**src/rtl/sprite_rom_arbiter.sv**
```systemverilog
// Round-robin share of one registered sprite ROM among NUM_REQ pixel requesters; grant is combinational.
// Response tagged with requester id appears ROM_LAT cycles after the transfer; no backpressure on responses.
module sprite_rom_arbiter #(
   parameter int NUM_REQ = 4,
   parameter int ADDR_W  = 10,
   parameter int DATA_W  = 3,
   parameter int ROM_LAT = 1
) (
   input  logic                        vga_clk,
   input  logic                        reset,
   input  logic [NUM_REQ-1:0]          req,
   input  logic [NUM_REQ*ADDR_W-1:0]   req_addr,
   output logic [NUM_REQ-1:0]          gnt,
   output logic [ADDR_W-1:0]           rom_address,
   input  logic [DATA_W-1:0]           rom_q,
   output logic                        rsp_valid,
   output logic [$clog2(NUM_REQ)-1:0]  rsp_id,
   output logic [DATA_W-1:0]           rsp_data,
   output logic [NUM_REQ-1:0]          starve
);

   localparam int ID_W  = $clog2(NUM_REQ);
   localparam int SUM_W = ID_W + 1;
   localparam int CNT_W = $clog2(NUM_REQ + 1);
   localparam logic [ID_W-1:0]  LAST_ID = ID_W'(NUM_REQ - 1);
   localparam logic [SUM_W-1:0] NREQ_S  = SUM_W'(NUM_REQ);
   localparam logic [CNT_W-1:0] CNT_MAX = CNT_W'(NUM_REQ);

   typedef struct packed {
      logic            vld;
      logic [ID_W-1:0] id;
   } tag_t;

   logic [ID_W-1:0]   ptr_q, ptr_d;
   logic [ADDR_W-1:0] addr_q, addr_d;
   tag_t              pipe_q [ROM_LAT];
   tag_t              pipe_d [ROM_LAT];
   logic [CNT_W-1:0]  wait_q [NUM_REQ];
   logic [CNT_W-1:0]  wait_d [NUM_REQ];
   logic [NUM_REQ-1:0] starve_q, starve_d;

   logic              win_vld;
   logic [ID_W-1:0]   win_id;
   logic [ADDR_W-1:0] win_addr;

   // Search upward from ptr; the wrap is mod NUM_REQ so non-power-of-two counts work.
   always_comb begin
      logic [SUM_W-1:0] cand;
      logic [ID_W-1:0]  cand_id;
      cand    = '0;
      cand_id = '0;
      win_vld = 1'b0;
      win_id  = '0;
      for (int k = 0; k < NUM_REQ; k++) begin
         cand = {1'b0, ptr_q} + SUM_W'(k);
         if (cand >= NREQ_S) begin
            cand = cand - NREQ_S;
         end
         cand_id = cand[ID_W-1:0];
         if (!win_vld && req[cand_id]) begin
            win_vld = 1'b1;
            win_id  = cand_id;
         end
      end
   end

   always_comb begin
      gnt = '0;
      if (win_vld) begin
         gnt[win_id] = 1'b1;
      end
      win_addr = req_addr[win_id*ADDR_W +: ADDR_W];
      ptr_d    = ptr_q;
      addr_d   = addr_q;
      if (win_vld) begin
         ptr_d  = (win_id == LAST_ID) ? '0 : win_id + ID_W'(1);
         addr_d = win_addr;
      end
      // Idle cycles keep the last granted address on the ROM bus.
      rom_address = win_vld ? win_addr : addr_q;
   end

   always_comb begin
      pipe_d[0].vld = win_vld;
      pipe_d[0].id  = win_id;
      for (int s = 1; s < ROM_LAT; s++) begin
         pipe_d[s] = pipe_q[s-1];
      end
   end

   always_comb begin
      starve_d = starve_q;
      for (int i = 0; i < NUM_REQ; i++) begin
         wait_d[i] = '0;
         if (req[i] && !gnt[i]) begin
            wait_d[i] = (wait_q[i] == CNT_MAX) ? CNT_MAX : wait_q[i] + CNT_W'(1);
         end
         if (wait_d[i] == CNT_MAX) begin
            starve_d[i] = 1'b1;
         end
      end
   end

   always_ff @(posedge vga_clk or posedge reset) begin
      if (reset) begin
         ptr_q    <= '0;
         addr_q   <= '0;
         starve_q <= '0;
         for (int s = 0; s < ROM_LAT; s++) begin
            pipe_q[s] <= '0;
         end
         for (int i = 0; i < NUM_REQ; i++) begin
            wait_q[i] <= '0;
         end
      end else begin
         ptr_q    <= ptr_d;
         addr_q   <= addr_d;
         starve_q <= starve_d;
         for (int s = 0; s < ROM_LAT; s++) begin
            pipe_q[s] <= pipe_d[s];
         end
         for (int i = 0; i < NUM_REQ; i++) begin
            wait_q[i] <= wait_d[i];
         end
      end
   end

   assign rsp_valid = pipe_q[ROM_LAT-1].vld;
   assign rsp_id    = pipe_q[ROM_LAT-1].id;
   assign rsp_data  = rom_q;
   assign starve    = starve_q;

endmodule

```
**config.mk**
```make
export PLATFORM = sky130hd
export DESIGN_NAME = sprite_rom_arbiter
export DESIGN_NICKNAME = d
export VERILOG_FILES = /design/src/rtl/sprite_rom_arbiter.sv
export SDC_FILE = /design/constraint.sdc
export NUM_CORES = 1
export LEC_CHECK = 0
export ABC_AREA = 1
export CORE_MARGIN = 2
export CORE_UTILIZATION = 42
export CTS_CLUSTER_SIZE = 16
export DETAILED_ROUTE_END_ITERATION = 8
export PLACE_DENSITY = 0.78
export SLEW_MARGIN = 40
export SYNTH_ARGS = -nofsm -noshare
export SYNTH_HDL_FRONTEND = slang
export SYNTH_SLANG_ARGS = --single-unit
```
**constraint.sdc**
```tcl
create_clock -name vga_clk -period 2.23 [get_ports vga_clk]
set_input_delay 0.446 -clock vga_clk [delete_from_list [all_inputs] [get_ports vga_clk]]
set_output_delay 0.446 -clock vga_clk [all_outputs]
set_load 0.01 [all_outputs]
```
==> results of run 1 <==
## state kept, by name (all words and copies together) (netlist names)
register   count
addr_q        10
rsp_valid      1
starve         4
ptr_q          2
rsp_id         2
wait_q        12
## cell families after synthesis
family                   after synthesis
AND/OR/NAND/NOR                      194
adder cells (fa/ha/maj)               10
XOR/XNOR                               2
buffers and inverters                 93
AO/OA/AOI/OAI                         11
flip-flops                            31
## area by class of cell
type                    count  share of cell area, %
well taps                  70                  2.300
inverters                  77                  7.786
flip-flops and latches     31                  20.43
clock buffers               6                  2.168
repair buffers            120                  29.24
repair inverters            1                0.09855
multi-input cells         218                  37.06
clock inverters             2                 0.9198
## power breakdown
group | switching [mW] | internal [mW] | leakage, nW
clock | 0.214 | 0.361 | 0.0612
combinational | 3.15 | 2.80 | 1.65
sequential | 0.150 | 0.817 | 0.369
total | 3.51 | 3.98 | 2.08
## worst max-delay path, delay by kind of cell
kind	cells	cell delay, ns
buf+inv	4	0.74
simple gates	13	1.11
## worst max-delay path by stage
stage                  start             end  slack (ns)  depth (start not counted)
finish                req[3]  rom_address[7]       -0.53                         17
global route          req[3]  rom_address[0]       -0.62                         16
CTS                 ptr_q[0]  rom_address[3]       -0.45                         16
detailed placement    req[2]  rom_address[0]        -1.0                         16
global placement      req[2]  rom_address[0]       -0.99                         16
floorplan           ptr_q[0]          gnt[3]        0.09                         15
## what timing repair did
action / in CTS / in global routing
setup buffers: 19 / 9
resized for setup: 97 / 64
gates cloned: 3 / 1
endpoints found under the setup margin: 25 / 28
pin swaps: 16 / 34
hold endpoints to repair: 0 / 0
## synthesized netlist by cell type (all sizes together)
cell type,instances,area [um2]
buf,15,102.6
o21bai,1,7.510
nand4,20,125.1
nor2,14,72.57
nand2,125,486.7
xnor2,1,8.760
dfrtp,31,775.7
o21ai,3,18.77
a21oi,4,23.77
nand3,30,180.2
xor2,1,8.760
ha,10,125.1
inv,77,294.0
a21boi,1,7.510
o211ai,2,15.01
nor3,3,20.02
or2,2,12.51
clkbuf,1,3.750
## metrics by stage
| stage | setup TNS (ns) | utilization (%) | instances |
|---|---|---|---|
| 3_5_place_dp | -19.32 | 60.14 | 485 |
| 2_1_floorplan | 0 | - | 341 |
| 5_1_grt | -10.84 | 73.63 | 525 |
| 6_report | -8.363 | 73.63 | 525 |
| 3_3_place_gp | -19.15 | 60.14 | 485 |
| 4_1_cts | -6.071 | 67.15 | 515 |
## per-layer routing
layer  vias up  wire length (um)  GRT usage (%)
met2       103              3609          37.33
li1       1262                 -              -
met5         -                 0              0
met4         0                73          6.429
met1      1194              2752          26.81
met3        11               413          5.465
==> impl_metrics.xml, run 1 <==
<?xml version="1.0" encoding="UTF-8"?>
<metrics>
  <group name="status">
    <metric name="run_status" unit="">complete, but fails checks</metric>
    <metric name="violations_in_the_final_reports" unit="">negative setup slack</metric>
  </group>
  <group name="drt">
    <metric name="dr.first_iter.drc_count" unit="">105</metric>
    <metric name="vias_after_detailed_routing" unit="">2570</metric>
    <metric name="drt_drc_violations_left" unit="">0</metric>
    <metric name="wirelength" unit="mm">6.849</metric>
    <metric name="wl_per_cell" unit="um">13.05</metric>
    <metric name="route.detailed.vias_per_inst" unit="">4.895</metric>
    <metric name="drt_pass_1_iters" unit="">4</metric>
    <metric name="drtAntennaViolNets" unit="">0</metric>
  </group>
  <group name="timing">
    <metric name="post-route-period-util" unit="%">123.8</metric>
    <metric name="finalSetupViolations" unit="">23</metric>
    <metric name="grt_setup_unrepaired" unit="">true</metric>
    <metric name="timing.slew.headroom" unit="%">74.41</metric>
    <metric name="timing.final.crit_period" unit="ns">2.761</metric>
    <metric name="timing.final.max_slew_violations" unit="">0</metric>
    <metric name="setup_slack" unit="ns">-0.5315</metric>
    <metric name="final_hold_viol_count" unit="">0</metric>
    <metric name="skew" unit="ns">0.004424</metric>
    <metric name="post_route_hold_slack" unit="ns">0.4685</metric>
    <metric name="worst-slew-pin-transition" unit="ns">0.3838</metric>
    <metric name="max_freq" unit="MHz">362.1</metric>
  </group>
  <group name="finish">
    <metric name="multi_input_area" unit="mm2">0.001411</metric>
    <metric name="finalInstanceArea" unit="mm2">0.003809</metric>
    <metric name="layout_overhead_on_the_synthesized_area" unit="%">66.43</metric>
    <metric name="mostFrequentLayoutCell" unit="">sky130_fd_sc_hd__nand2_1</metric>
    <metric name="layout.cells.most_common_list" unit="">88 x sky130_fd_sc_hd__nand2_1, 68 x sky130_fd_sc_hd__inv_1, 48 x sky130_fd_sc_hd__clkdlybuf4s50_1</metric>
    <metric name="final.fill_count" unit="">393</metric>
    <metric name="final_nets" unit="">513</metric>
    <metric name="post_route_cells_drive_above_1_share" unit="%">33.85</metric>
    <metric name="ff_latch_area" unit="um2">778.2</metric>
    <metric name="antenna_cells_inserted" unit="">0</metric>
  </group>
  <group name="die">
    <metric name="dieWidth" unit="um">77.82</metric>
    <metric name="num_io_pins" unit="">73</metric>
    <metric name="placeableCoreArea" unit="mm2">0.005172</metric>
    <metric name="die_y" unit="um">77.82</metric>
    <metric name="die_area" unit="mm2">0.006055</metric>
    <metric name="initial_core_util" unit="%">44.24</metric>
    <metric name="fp-row-count" unit="">26</metric>
  </group>
  <group name="worst_hold_path">
    <metric name="worstHoldPathType" unit="">reg2reg</metric>
    <metric name="holdCritStartpoint" unit="">starve[3]</metric>
    <metric name="whs_endpoint" unit="">starve[3]</metric>
    <metric name="hold_crit_depth" unit="">2</metric>
  </group>
  <group name="setup_path">
    <metric name="worst-endpoint-required" unit="ns">1.78</metric>
    <metric name="setup.worst_path.start_class" unit="">input port</metric>
    <metric name="crit_path_max_delay_cell_type" unit="">sky130_fd_sc_hd__dlygate4sd2_1</metric>
    <metric name="worstReg2RegStart" unit="">ptr_q[0]</metric>
    <metric name="crit-reg2reg-capture" unit="">addr_q[6]</metric>
    <metric name="crit_path_top_cell_by_count" unit="">sky130_fd_sc_hd__nand2_1</metric>
    <metric name="worst_path_largest_cell_delay" unit="ns">0.34</metric>
    <metric name="critical_path_class" unit="">in2out</metric>
    <metric name="arrival_time_at_the_worst_endpoint" unit="ns">2.32</metric>
    <metric name="setup.reg_to_reg.worst_slack" unit="ns">-0.42</metric>
    <metric name="cp_cell_sequence" unit="">dlygate4sd2_1, inv_1, nand2_1, nand2_1, nand2_1, nand2_2, nand2_4, nand2_2, nand2_4, nand3_4, buf_6, nand2_1, nand3_1, nand2_1, nand2_2, nand2_2, buf_6</metric>
    <metric name="worstRegToRegCells" unit="">20</metric>
    <metric name="worstPathMaxFanout" unit="">5</metric>
    <metric name="endpoint_kind" unit="">output port</metric>
  </group>
  <group name="placement">
    <metric name="finalWeightedCongestion" unit="">0.9566</metric>
    <metric name="io_buffers" unit="">66</metric>
    <metric name="dpl_cell_area" unit="mm2">0.003110</metric>
    <metric name="place.detailed.hpwl" unit="mm">4.387</metric>
    <metric name="minimum_setup_slack_after_placement" unit="ns">-0.9975</metric>
  </group>
  <group name="grt">
    <metric name="groute.usage.overall" unit="%">21.74</metric>
    <metric name="grt_antenna_before_repair" unit="">0</metric>
    <metric name="globalRoute.totalOverflow" unit="">0</metric>
    <metric name="grt_max_degree" unit="">32</metric>
    <metric name="first_pass_grt_wire_length" unit="mm">10.55</metric>
    <metric name="number_of_global_route_vias_before_repair" unit="">2467</metric>
  </group>
  <group name="clocking">
    <metric name="ctsHoldBuffers" unit="">0</metric>
    <metric name="cts_tree" unit="">yes</metric>
    <metric name="worst_setup_hold_path_clk_slew" unit="ns">0.07</metric>
    <metric name="cts_max_path_buffers" unit="">2</metric>
    <metric name="cts.root.buffer_cell" unit="">sky130_fd_sc_hd__clkbuf_8</metric>
    <metric name="htreeDepth" unit="">2</metric>
    <metric name="cts-buffers-inserted" unit="">5</metric>
    <metric name="clock_insertion_delay_worst_skew" unit="ns">0.28</metric>
    <metric name="cts.sinks" unit="">31</metric>
  </group>
  <group name="logic_synthesis">
    <metric name="post_synth_mux_area_share" unit="%">0</metric>
    <metric name="synth-simple-area-share" unit="%">39.20</metric>
    <metric name="synth_sequential_area_ratio" unit="%">33.90</metric>
    <metric name="dominant_combinational_cell_family_by_area_after_synthesis" unit="">simple AND/OR/NAND/NOR gates</metric>
    <metric name="netlist_instances" unit="">341</metric>
    <metric name="yosys.cell_types.count" unit="">30</metric>
    <metric name="ys_seq_elements" unit="">31</metric>
    <metric name="post_synth_xor_area_fraction" unit="%">0.7654</metric>
    <metric name="netlist_area" unit="mm2">0.002288</metric>
    <metric name="postSynthNetCount" unit="">400</metric>
    <metric name="post_synth_fa_ha_maj_area_fraction" unit="%">5.467</metric>
    <metric name="syn_avg_cell_area" unit="um2">6.711</metric>
    <metric name="synth_compound_area_share" unit="%">3.171</metric>
    <metric name="synth_warn" unit="">0</metric>
  </group>
  <group name="pwr">
    <metric name="power-per-cell-area" unit="mW/mm2">1967</metric>
    <metric name="power" unit="mW">7.491</metric>
    <metric name="irDropWorstVdd" unit="uV">1223</metric>
    <metric name="power.leakage" unit="nW">2.079</metric>
  </group>
  <group name="job">
    <metric name="max_capacitance_violation_count" unit="">0</metric>
  </group>
</metrics>
Note: power is estimated with default switching activity, not from simulation.
==> run 2: changes to the inputs <==
CORE_UTILIZATION = 50   (was 42)
CTS_CLUSTER_DIAMETER = 60   (was unset)
GPL_TIMING_DRIVEN = 0   (was unset)
PLACE_DENSITY = 0.86   (was 0.78)
clock period = 3.5 ns   (was 2.23 ns; I/O delays follow)
==> impl_metrics.xml, run 2 (synthesized netlist as in run 1, its figures left out) <==
<?xml version="1.0" encoding="UTF-8"?>
<metrics>
  <group name="finish">
    <metric name="ff_latch_area" unit="um2">775.7</metric>
    <metric name="largest_reg_flops" unit="">12</metric>
    <metric name="layout_overhead_on_the_synthesized_area" unit="%">41.33</metric>
    <metric name="finalInstanceArea" unit="mm2">0.003234</metric>
    <metric name="regMostFlops" unit="">wait_q</metric>
    <metric name="finish.utilization" unit="%">73.77</metric>
    <metric name="antenna_cells_inserted" unit="">0</metric>
    <metric name="mostFrequentLayoutCell" unit="">sky130_fd_sc_hd__nand2_1</metric>
    <metric name="post_route_cells_drive_above_1_share" unit="%">15.13</metric>
    <metric name="multi_input_area" unit="mm2">0.001150</metric>
    <metric name="layout.cells.most_common_list" unit="">113 x sky130_fd_sc_hd__nand2_1, 70 x sky130_fd_sc_hd__inv_1, 52 x sky130_fd_sc_hd__clkdlybuf4s50_1</metric>
    <metric name="final.fill_count" unit="">351</metric>
    <metric name="final_nets" unit="">481</metric>
  </group>
  <group name="grt">
    <metric name="globalRoute.totalOverflow" unit="">0</metric>
    <metric name="grt_antenna_before_repair" unit="">0</metric>
    <metric name="groute.usage.overall" unit="%">23.36</metric>
    <metric name="number_of_global_route_vias_before_repair" unit="">2261</metric>
    <metric name="first_pass_grt_wire_length" unit="mm">9.570</metric>
    <metric name="grt_max_degree" unit="">32</metric>
  </group>
  <group name="timing">
    <metric name="final_hold_viol_count" unit="">0</metric>
    <metric name="skew" unit="ns">0.007210</metric>
    <metric name="worst-slew-pin-transition" unit="ns">0.6286</metric>
    <metric name="setup_tns" unit="ns">0</metric>
    <metric name="finalSetupViolations" unit="">0</metric>
    <metric name="timing.final.crit_period" unit="ns">3.300</metric>
    <metric name="timing.final.max_slew_violations" unit="">0</metric>
    <metric name="setup_slack" unit="ns">0.2001</metric>
    <metric name="post-route-period-util" unit="%">94.28</metric>
    <metric name="timing.slew.headroom" unit="%">58.03</metric>
    <metric name="grt_setup_unrepaired" unit="">false</metric>
    <metric name="max_freq" unit="MHz">303.0</metric>
  </group>
  <group name="setup_path">
    <metric name="critical_path.n_buffers_inverters" unit="">4</metric>
    <metric name="setup.reg_to_reg.worst_slack" unit="ns">1.11</metric>
    <metric name="crit-reg2reg-capture" unit="">starve[2]</metric>
    <metric name="crit_path_max_delay_cell_type" unit="">sky130_fd_sc_hd__dlygate4sd2_1</metric>
    <metric name="crit_path_depth" unit="">15</metric>
    <metric name="crit_path_top_cell_by_count" unit="">sky130_fd_sc_hd__nand2_1</metric>
    <metric name="worstPathMaxFanout" unit="">10</metric>
    <metric name="timing.critical_path.max_delay_family" unit="">simple AND/OR/NAND/NOR gates</metric>
    <metric name="worstReg2RegStart" unit="">ptr_q[1]</metric>
    <metric name="arrival_time_at_the_worst_endpoint" unit="ns">2.60</metric>
    <metric name="worst_path_largest_cell_delay" unit="ns">0.29</metric>
    <metric name="cp_cell_sequence" unit="">dlygate4sd2_1, inv_2, nand2_1, nand3_1, nand2_4, nor2_4, nand3_4, nand3_4, buf_4, nand2_1, nand3_1, nand2_1, nand2_1, nand2_1, dlygate4sd2_1</metric>
    <metric name="worst-endpoint-required" unit="ns">2.80</metric>
    <metric name="setup.worst_path.start" unit="">req[1]</metric>
    <metric name="critical_path_class" unit="">in2out</metric>
    <metric name="setup.worst_path.start_class" unit="">input port</metric>
    <metric name="endpoint_kind" unit="">output port</metric>
    <metric name="worstRegToRegCells" unit="">18</metric>
    <metric name="critPathCapture" unit="">rom_address[7]</metric>
  </group>
  <group name="die">
    <metric name="die_y" unit="um">71.65</metric>
    <metric name="placeableCoreArea" unit="mm2">0.004384</metric>
    <metric name="num_io_pins" unit="">73</metric>
    <metric name="dieWidth" unit="um">71.65</metric>
    <metric name="fp-row-count" unit="">24</metric>
    <metric name="die_area" unit="mm2">0.005134</metric>
    <metric name="initial_core_util" unit="%">52.20</metric>
  </group>
  <group name="pwr">
    <metric name="power.switching" unit="mW">1.760</metric>
    <metric name="irDropWorstVdd" unit="uV">692.8</metric>
    <metric name="power" unit="mW">3.554</metric>
    <metric name="power-per-cell-area" unit="mW/mm2">1099</metric>
    <metric name="power.sequential.fraction" unit="%">16.8</metric>
    <metric name="combinational_power_share" unit="%">73.0</metric>
    <metric name="pwr-share-clk" unit="%">10.2</metric>
    <metric name="cell_internal_pwr" unit="mW">1.793</metric>
    <metric name="power.leakage" unit="nW">1.860</metric>
    <metric name="power.switching_fraction" unit="%">49.54</metric>
  </group>
  <group name="clocking">
    <metric name="clock_insertion_delay_worst_skew" unit="ns">0.28</metric>
    <metric name="worst_setup_hold_path_clk_slew" unit="ns">0.07</metric>
    <metric name="cts.sinks" unit="">31</metric>
    <metric name="cts_tree" unit="">yes</metric>
    <metric name="cts_max_path_buffers" unit="">2</metric>
    <metric name="cts.root.buffer_cell" unit="">sky130_fd_sc_hd__clkbuf_8</metric>
    <metric name="htreeDepth" unit="">2</metric>
    <metric name="cts-buffers-inserted" unit="">5</metric>
  </group>
  <group name="drt">
    <metric name="route.detailed.vias_per_inst" unit="">4.964</metric>
    <metric name="drt_drc_violations_left" unit="">0</metric>
    <metric name="dr.first_iter.drc_count" unit="">63</metric>
    <metric name="wirelength" unit="mm">5.717</metric>
    <metric name="drt_pass_1_iters" unit="">4</metric>
    <metric name="vias_after_detailed_routing" unit="">2358</metric>
    <metric name="drtAntennaViolNets" unit="">0</metric>
    <metric name="wl_per_cell" unit="um">12.04</metric>
  </group>
  <group name="placement">
    <metric name="io_buffers" unit="">69</metric>
    <metric name="dpl_cell_area" unit="mm2">0.003044</metric>
    <metric name="minimum_setup_slack_after_placement" unit="ns">-0.3272</metric>
    <metric name="finalWeightedCongestion" unit="">0.9427</metric>
    <metric name="place.detailed.hpwl" unit="mm">4.415</metric>
  </group>
  <group name="status">
    <metric name="run_status" unit="">finished, final reports clean</metric>
  </group>
  <group name="job">
    <metric name="max_capacitance_violation_count" unit="">0</metric>
  </group>
  <group name="worst_hold_path">
    <metric name="worstHoldPathType" unit="">reg2reg</metric>
  </group>
</metrics>
## run 2: cell count changes in the layout (fill, tap and decap cells not counted), moves of 8 or more
cell                            delta
sky130_fd_sc_hd__nand2_1          +25
sky130_fd_sc_hd__nand2_4           -9
sky130_fd_sc_hd__dlygate4sd2_1     +8
sky130_fd_sc_hd__buf_4            -29
sky130_fd_sc_hd__nand2_2          -15
sky130_fd_sc_hd__buf_6            -12
## run 2: how the worst min path moves through the flow
stage / from / endpoint / slack (ns) / cells after the start
floorplan: wait_q[0] / wait_q[0] / 0.45 / 1
global placement: starve[0] / starve[0] / 0.45 / 2
detailed placement: starve[0] / starve[0] / 0.45 / 2
CTS: starve[0] / starve[0] / 0.47 / 2
global route: starve[0] / starve[0] / 0.48 / 2
finish: starve[0] / starve[0] / 0.46 / 2
## run 2: through the flow
stage               hold slack [ns]  cells
finish                       0.4621    475
global route                 0.4847    475
CTS                          0.4667    474
detailed placement           0.4489    462
global placement             0.4464    462
floorplan                    0.4550    341
## run 2: per-layer routing
metal  vias to the layer above  track usage (%)  share of wire [%]
li1                       1197                -                  -
met5                         -                0                  0
met3                        13            8.439                9.6
met1                      1050            27.64                 42
met4                         0            7.966                2.3
met2                        98            39.30                 47
## run 2: what timing repair did
item | 4_1_cts | 5_1_grt
pin swaps | 3 | 4
buffers inserted | 4 | 1
hold buffers | 0 | 0
endpoints found under the setup margin | 12 | 14
gates resized for setup | 20 | 14
## run 2: layout make-up
type | count | area share, %
Buffer | 16 | 3.598
Clock buffer | 6 | 2.553
Clock inverter | 2 | 1.083
Inverter | 77 | 9.091
Multi-Input combinational cell | 217 | 35.55
Sequential cell | 31 | 23.98
Tap cell | 52 | 2.012
Timing Repair Buffer | 74 | 22.13
## run 2: worst min-delay path: stages (launching register included)
cell                      delay [ns]
sky130_fd_sc_hd__dfrtp_1        0.34
sky130_fd_sc_hd__inv_1          0.04
sky130_fd_sc_hd__nand2_1        0.05
## run 2: power by group through the flow
stage	registers [mW]	logic, mW	clock network [mW]
3_3_place_gp	0.590	2.56	0
6_report	0.597	2.59	0.363
5_1_grt	0.610	2.89	0.382
2_1_floorplan	0.588	1.65	0
4_1_cts	0.595	2.54	0.366
3_5_place_dp	0.598	2.62	0
